===== src/rtl/msg_issue_scheduler_if.sv =====
// rtl/msg_issue_scheduler_if.sv - host ingress, parser issue and monitor signals of the issue scheduler
interface msg_issue_scheduler_if #(
    parameter int REG_WIDTH  = 32,
    parameter int NUM_REGS   = 9,
    parameter int FIFO_DEPTH = 8
);
    localparam int MSG_W = NUM_REGS * REG_WIDTH;
    localparam int CNT_W = $clog2(FIFO_DEPTH) + 1;

    logic              i_msg_valid;
    logic [MSG_W-1:0]  i_msg;
    logic              o_msg_ready;
    logic              i_book_is_busy;
    logic              i_enable;
    logic              o_data_valid;
    logic [MSG_W-1:0]  o_msg;
    logic [CNT_W-1:0]  o_fifo_count;
    logic              o_overflow;
    logic [31:0]       o_issued_count;

    modport slave (
        input  i_msg_valid, i_msg, i_book_is_busy, i_enable,
        output o_msg_ready, o_data_valid, o_msg, o_fifo_count, o_overflow, o_issued_count
    );

    modport master (
        output i_msg_valid, i_msg, i_book_is_busy, i_enable,
        input  o_msg_ready, o_data_valid, o_msg, o_fifo_count, o_overflow, o_issued_count
    );
endinterface


===== src/rtl/msg_issue_scheduler.sv =====
// rtl/msg_issue_scheduler.sv - message FIFO with paced, busy-gated single-cycle issue to the parser
module msg_issue_scheduler #(
    parameter int REG_WIDTH  = 32,
    parameter int NUM_REGS   = 9,
    parameter int FIFO_DEPTH = 8,
    parameter int MIN_GAP    = 4
) (
    input  logic               i_clk,
    input  logic               i_reset_n,
    msg_issue_scheduler_if.slave bus
);
    localparam int MSG_W = NUM_REGS * REG_WIDTH;
    localparam int AW    = $clog2(FIFO_DEPTH);
    localparam int CNT_W = AW + 1;
    localparam int GAP_W = $clog2(MIN_GAP);
    localparam logic [CNT_W-1:0] FULL_CNT = CNT_W'(FIFO_DEPTH);
    localparam logic [GAP_W-1:0] GAP_LOAD = GAP_W'(MIN_GAP - 2);

    typedef enum logic [1:0] {ST_IDLE, ST_ISSUE, ST_GAP} state_t;

    state_t            r_state;
    state_t            w_next_state;
    logic [MSG_W-1:0]  r_mem [FIFO_DEPTH];
    logic [AW-1:0]     r_wr_ptr;
    logic [AW-1:0]     r_rd_ptr;
    logic [CNT_W-1:0]  r_count;
    logic [GAP_W-1:0]  r_gap;
    logic [MSG_W-1:0]  r_msg;
    logic              r_overflow;
    logic [31:0]       r_issued_count;
    logic              w_ready;
    logic              w_push;
    logic              w_pop;
    logic              w_eligible;

    // Ready comes from the registered count only, so a same-cycle pop never reopens a full FIFO.
    assign w_ready    = (r_count != FULL_CNT);
    assign w_push     = bus.i_msg_valid && w_ready;
    assign w_eligible = (r_count != '0) && bus.i_enable && !bus.i_book_is_busy;

    always_comb begin
        w_next_state = r_state;
        w_pop        = 1'b0;
        case (r_state)
            ST_IDLE: begin
                if (w_eligible) w_next_state = ST_ISSUE;
            end
            ST_ISSUE: begin
                w_pop        = 1'b1;
                w_next_state = ST_GAP;
            end
            ST_GAP: begin
                if (r_gap == '0) w_next_state = w_eligible ? ST_ISSUE : ST_IDLE;
            end
            default: w_next_state = ST_IDLE;
        endcase
    end

    always_ff @(posedge i_clk) begin
        if (w_push) r_mem[r_wr_ptr] <= bus.i_msg;
    end

    always_ff @(posedge i_clk) begin
        if (!i_reset_n) begin
            r_state        <= ST_IDLE;
            r_wr_ptr       <= '0;
            r_rd_ptr       <= '0;
            r_count        <= '0;
            r_gap          <= '0;
            r_msg          <= '0;
            r_overflow     <= 1'b0;
            r_issued_count <= '0;
        end else begin
            r_state <= w_next_state;
            r_count <= r_count + CNT_W'(w_push) - CNT_W'(w_pop);
            if (w_push) r_wr_ptr <= r_wr_ptr + 1'b1;
            if (bus.i_msg_valid && !w_ready) r_overflow <= 1'b1;
            // Capture the head on the edge entering ISSUE so o_msg is valid alongside the pulse.
            if (w_next_state == ST_ISSUE) r_msg <= r_mem[r_rd_ptr];
            if (w_pop) begin
                r_rd_ptr       <= r_rd_ptr + 1'b1;
                r_issued_count <= r_issued_count + 32'd1;
                r_gap          <= GAP_LOAD;
            end else if (r_state == ST_GAP && r_gap != '0) begin
                r_gap <= r_gap - 1'b1;
            end
        end
    end

    assign bus.o_msg_ready    = w_ready;
    assign bus.o_data_valid   = (r_state == ST_ISSUE);
    assign bus.o_msg          = r_msg;
    assign bus.o_fifo_count   = r_count;
    assign bus.o_overflow     = r_overflow;
    assign bus.o_issued_count = r_issued_count;
endmodule


===== src/flat_wrapper.sv =====
// flat-port wrapper written by rule: the top's interface ports become plain ports
module msg_issue_scheduler_flat 
#(
    parameter int REG_WIDTH  = 32,
    parameter int NUM_REGS   = 9,
    parameter int FIFO_DEPTH = 8,
    parameter int MIN_GAP    = 4
)
  (i_clk, i_reset_n, bus_i_msg_valid, bus_i_msg, bus_i_book_is_busy, bus_i_enable, bus_o_msg_ready, bus_o_data_valid, bus_o_msg, bus_o_fifo_count, bus_o_overflow, bus_o_issued_count);
  msg_issue_scheduler_if #(.REG_WIDTH(REG_WIDTH), .NUM_REGS(NUM_REGS), .FIFO_DEPTH(FIFO_DEPTH)) bus_i ();
  input  logic i_clk;
  input  logic i_reset_n;
  input wire logic [$bits(bus_i.i_msg_valid)-1:0] bus_i_msg_valid;
  input wire logic [$bits(bus_i.i_msg)-1:0] bus_i_msg;
  input wire logic [$bits(bus_i.i_book_is_busy)-1:0] bus_i_book_is_busy;
  input wire logic [$bits(bus_i.i_enable)-1:0] bus_i_enable;
  output wire logic [$bits(bus_i.o_msg_ready)-1:0] bus_o_msg_ready;
  output wire logic [$bits(bus_i.o_data_valid)-1:0] bus_o_data_valid;
  output wire logic [$bits(bus_i.o_msg)-1:0] bus_o_msg;
  output wire logic [$bits(bus_i.o_fifo_count)-1:0] bus_o_fifo_count;
  output wire logic [$bits(bus_i.o_overflow)-1:0] bus_o_overflow;
  output wire logic [$bits(bus_i.o_issued_count)-1:0] bus_o_issued_count;
  assign bus_i.i_msg_valid = bus_i_msg_valid;
  assign bus_i.i_msg = bus_i_msg;
  assign bus_i.i_book_is_busy = bus_i_book_is_busy;
  assign bus_i.i_enable = bus_i_enable;
  assign bus_o_msg_ready = bus_i.o_msg_ready;
  assign bus_o_data_valid = bus_i.o_data_valid;
  assign bus_o_msg = bus_i.o_msg;
  assign bus_o_fifo_count = bus_i.o_fifo_count;
  assign bus_o_overflow = bus_i.o_overflow;
  assign bus_o_issued_count = bus_i.o_issued_count;
  msg_issue_scheduler #(.REG_WIDTH(REG_WIDTH), .NUM_REGS(NUM_REGS), .FIFO_DEPTH(FIFO_DEPTH), .MIN_GAP(MIN_GAP)) u_core (.i_clk(i_clk), .i_reset_n(i_reset_n), .bus(bus_i));
endmodule

===== config.mk =====
export PLATFORM = sky130hd
export DESIGN_NAME = msg_issue_scheduler_flat
export DESIGN_NICKNAME = d
export VERILOG_FILES = /design/src/rtl/msg_issue_scheduler_if.sv /design/src/rtl/msg_issue_scheduler.sv /design/src/flat_wrapper.sv
export SDC_FILE = /design/constraint.sdc
export NUM_CORES = 2
export LEC_CHECK = 0
export BUFFER_PORTS_ARGS = -buffer_cell sky130_fd_sc_hd__clkbuf_2
export CORE_MARGIN = 3
export CORE_UTILIZATION = 45
export DETAILED_ROUTE_END_ITERATION = 12
export PLACE_DENSITY_LB_ADDON = 0.25
export SETUP_SLACK_MARGIN = 0.5
export SYNTH_ARGS = -nofsm -noshare
export SYNTH_HDL_FRONTEND = slang
export SYNTH_SLANG_ARGS = --single-unit

===== constraint.sdc =====
create_clock -name i_clk -period 45.7 [get_ports i_clk]
set_input_delay 6.855 -clock i_clk [delete_from_list [all_inputs] [get_ports i_clk]]
set_output_delay 6.855 -clock i_clk [all_outputs]
set_load 0.03 [all_outputs]

==> results.md <==
* DP Worst Slack at around 34000 ps
* Routed wire length per instance at 27.0 um
* Synth-to-layout area growth at 16.1%
* Max_slew headroom at between 20% and 30%
* Seq/Total Area, Yosys at around four fifths
* Multiplexer share of the synthesized area at between 15 and 20%
* Placed cell areas at just over 0.1 sq mm
* Vias in the first global route at around 47000
* FF-to-FF setup slack at a little over 40000 ps
* GPL Wtd Cong at 0.748
* Largest net degree at the start of global routing at 155
* Power Density at 49.7 mW/mm^2
* Syn avg cell area at about 23 sq um
* Final Hold Viols at 0
* Critical path class: in2reg
* RSZ-0062 raised after global routing: no
* Total Routed Length at about 220000 um
* Synth async-reset ratio at 0%
* CTS buffer count at 290
* Number of enable flip-flop cells after synthesis at roughly 2300
* HP Class: reg2reg
* CP startpoint kind: input pin
* Post-synth cell types at 43
* Filler cells at about 17000
* Area share of fa/ha/maj cells after synthesis at 0.150%
* Full die area at between 0.2 and 0.25 sq mm
* Gr ovfl total at 0
* Post-route setup TNS at 0 ps
* Req. time, crit path at around 46000 ps
* Final Setup Violations at 0
* Final core utilization at roughly 53%
* Syn Inst Count at ~4200
* Final ANT Viol Nets at 0
* CTS tree: yes
* Initial Util at 45.4%
* Xor and xnor fraction of the mapped netlist area at less than 1%
* All-Layer GR Usage at between 10% and 20%
* Synth Cell Area at slightly below 0.1 sq mm
* Syn Nets at ~4500
* Critical path peak fanout at 57
* Final period util at approximately 23%
* H-tree depth at 5
* Worst Setup EP: u_core.r_mem[6][275]$_DFFE_PP_
* Clock root buffer: clkbuf_16
* Worst Slack Setup Final at around 35000 ps
* Reg2Reg Depth at 10
* Reg-to-reg endpoint: u_core.r_mem[6][275]$_DFFE_PP_
* Core ar. at 0.213 sq mm
* Starting DRT DRC Count at ~4000
* Seq cells post-synth at roughly 2600
* First-pass DRT Iterations at 7
* Port Buf Inserts at 619
* Status: finished clean
* Final #Nets at ~5300
* Hold bufs inserted after CTS at 0
* DRC Markers at 0
* Seq. cell area at between 0.07 and 0.08 sq mm
* Simple-gate share of the synthesized area at less than 1%
* Clock Path Buffers at 4
* Worst setup startpoint: bus_i_msg_valid
* Fmax at 95.6 MHz
* Max-Cap Viols at 0
* Die W at 469 um
* VDD IR max at about 0.039 mV
* Total power at roughly 5.6 mW
* Non-Filler Instances at 8057
* Combinational family with the most area after synthesis: multiplexers
* Die H at about 470 um
* Sink Count at about 2600
* Clk_lat worst skew at about 930 ps
* Io pins at 620
* Compound-Gate Fraction of Synth Area at ~2.9%
* Multi-input logic area at slightly below 0.02 sq mm
* Via count at 45300
* Initial antenna violation count at 72
* Leakage at roughly 35 nW
* Critical R2R Launch: u_core.bus.o_fifo_count[2]$_SDFF_PN0_
* Via/cell ratio at 5.62
* Synth Flop Type: edfxtp_1
* Worst EP arrival at between 10000 and 15000 ps
* CTS resizes at 0
* Fin area at between 0.1 and 0.15 sq mm
* Post-layout minimum cycle time at between 10000 and 15000 ps
* Row count at about 170
* Max Transition Viols Final at 0
* Final Skew at just over 80 ps
* Clock slew at reported path FFs at approximately 50 ps
* Yosys Warn Count at 0
* Worst Tran Pin Value at around 1200 ps
* Hold_ws at ~460 ps
* Postcts setup bufs at 0
* First-pass GRT wire length at between 300000 and 400000 um
* Nature of the critical path endpoint: register
* Dpl hpwl at roughly 120000 um
* Share of cells above drive strength 1 at approximately a third
* Placed Instances at 7518
-- state kept, by name (all words and copies together) (netlist names), 2 cells and up --
name                       flops
u_core.bus.o_issued_count     32
u_core.r_gap                   2
u_core.r_mem                2304
u_core.r_rd_ptr                3
u_core.r_state                 2
u_core.r_wr_ptr                3
u_core.bus.o_msg             288
u_core.bus.o_fifo_count        4
-- layout by cell type, fill, tap and decap left out, types with 4 or more instances in the layout --
cell / netlist / layout
nor3_1: 6 / 4
buf_4: 0 / 65
edfxtp_1: 2304 / 2304
clkinv_1: 0 / 46
nand4_1: 11 / 11
nand3_1: 11 / 11
clkbuf_1: 160 / 67
clkinvlp_4: 0 / 11
nand2_1: 15 / 14
a21oi_1: 24 / 24
clkbuf_2: 0 / 619
dfxtp_1: 335 / 332
ha_1: 10 / 10
nor2_1: 30 / 23
o2bb2ai_1: 288 / 288
or4_1: 13 / 13
inv_1: 16 / 16
nor2_4: 0 / 7
inv_6: 0 / 5
o21ai_0: 8 / 8
mux2i_1: 292 / 292
xor2_1: 6 / 6
nand2b_1: 5 / 5
clkbuf_16: 0 / 298
buf_12: 0 / 11
xnor2_1: 8 / 8
clkinv_2: 0 / 34
or3_1: 8 / 8
bufinv_16: 0 / 17
mux4_2: 576 / 576
diode_2: 0 / 37
clkbuf_8: 0 / 20
o31ai_1: 10 / 10
-- cells in the mapped netlist, drive strengths merged, types with 2 or more instances --
cell type | number | share of area, %
edfxtp | 2304 | 72
mux4 | 576 | 13
dfxtp | 335 | 6.9
mux2i | 292 | 3.0
o2bb2ai | 288 | 2.6
clkbuf | 160 | 0.62
buf | 75 | 0.36
nor2 | 30 | 0.12
a21oi | 24 | 0.12
inv | 17 | 0.066
nand2 | 15 | 0.058
or4 | 13 | 0.10
nand3 | 11 | 0.057
nand4 | 11 | 0.071
ha | 10 | 0.13
o31ai | 10 | 0.078
o21ai | 8 | 0.041
or3 | 8 | 0.052
xnor2 | 8 | 0.073
nor3 | 6 | 0.031
xor2 | 6 | 0.054
nand2b | 5 | 0.032
and4 | 3 | 0.027
nor4 | 3 | 0.026
nor2b | 2 | 0.013
o41ai | 2 | 0.018
or4b | 2 | 0.021
-- layout make-up --
class / instances / area share [%]
inverters: 17 / 0.0569
clock buffers: 385 / 7.12
clock inverters: 117 / 0.912
multi-input cells: 1346 / 17.6
well taps: 2821 / 3.15
flip-flops and latches: 2639 / 67.7
diodes: 37 / 0.0826
repair buffers: 695 / 3.40
-- layer usage --
metal | track usage, % | wire, um | vias up
met1 | 26.9 | 91200 | 24100
met4 | 6.55 | 6460 | 48
met3 | 4.65 | 13900 | 424
met5 | 0 | 289 | -
met2 | 31.4 | 106000 | 1241
li1 | - | - | 19500
-- how the worst min path moves through the flow --
stage	start	end	cells after the start
5_1_grt	u_core.bus.o_msg[28]$_SDFFE_PN0N_	u_core.bus.o_msg[28]$_SDFFE_PN0N_	1
3_3_place_gp	u_core.bus.o_msg[54]$_SDFFE_PN0N_	u_core.bus.o_msg[54]$_SDFFE_PN0N_	1
6_report	u_core.bus.o_msg[151]$_SDFFE_PN0N_	u_core.bus.o_msg[151]$_SDFFE_PN0N_	1
4_1_cts	u_core.bus.o_msg[151]$_SDFFE_PN0N_	u_core.bus.o_msg[151]$_SDFFE_PN0N_	1
3_5_place_dp	u_core.bus.o_msg[172]$_SDFFE_PN0N_	u_core.bus.o_msg[172]$_SDFFE_PN0N_	1
2_1_floorplan	u_core.r_wr_ptr[0]$_SDFFE_PN0N_	u_core.r_wr_ptr[0]$_SDFFE_PN0N_	2
-- power by group --
group          switching, mW  internal, mW
registers             0.0536          2.77
logic                  0.340         0.200
clock network          0.898          1.32
total                   1.29          4.28
-- critical path: stages --
cell and delay [ps]:
clkbuf_2 160, nand2_1 120, or2_2 400, nor2_4 100, buf_4 700, buf_4 810, buf_4 700, buf_4 790
-- kinds of logic after synthesis --
logic type,after synthesis
DFF,2639
muxes,869
AOI/OAI and AO/OA,338
buffers and inverters,252
and+or+nand+nor,114
xor gates and xnor gates,14
adders and majority gates,11
No activity file was read; power rests on OpenSTA's default activity.
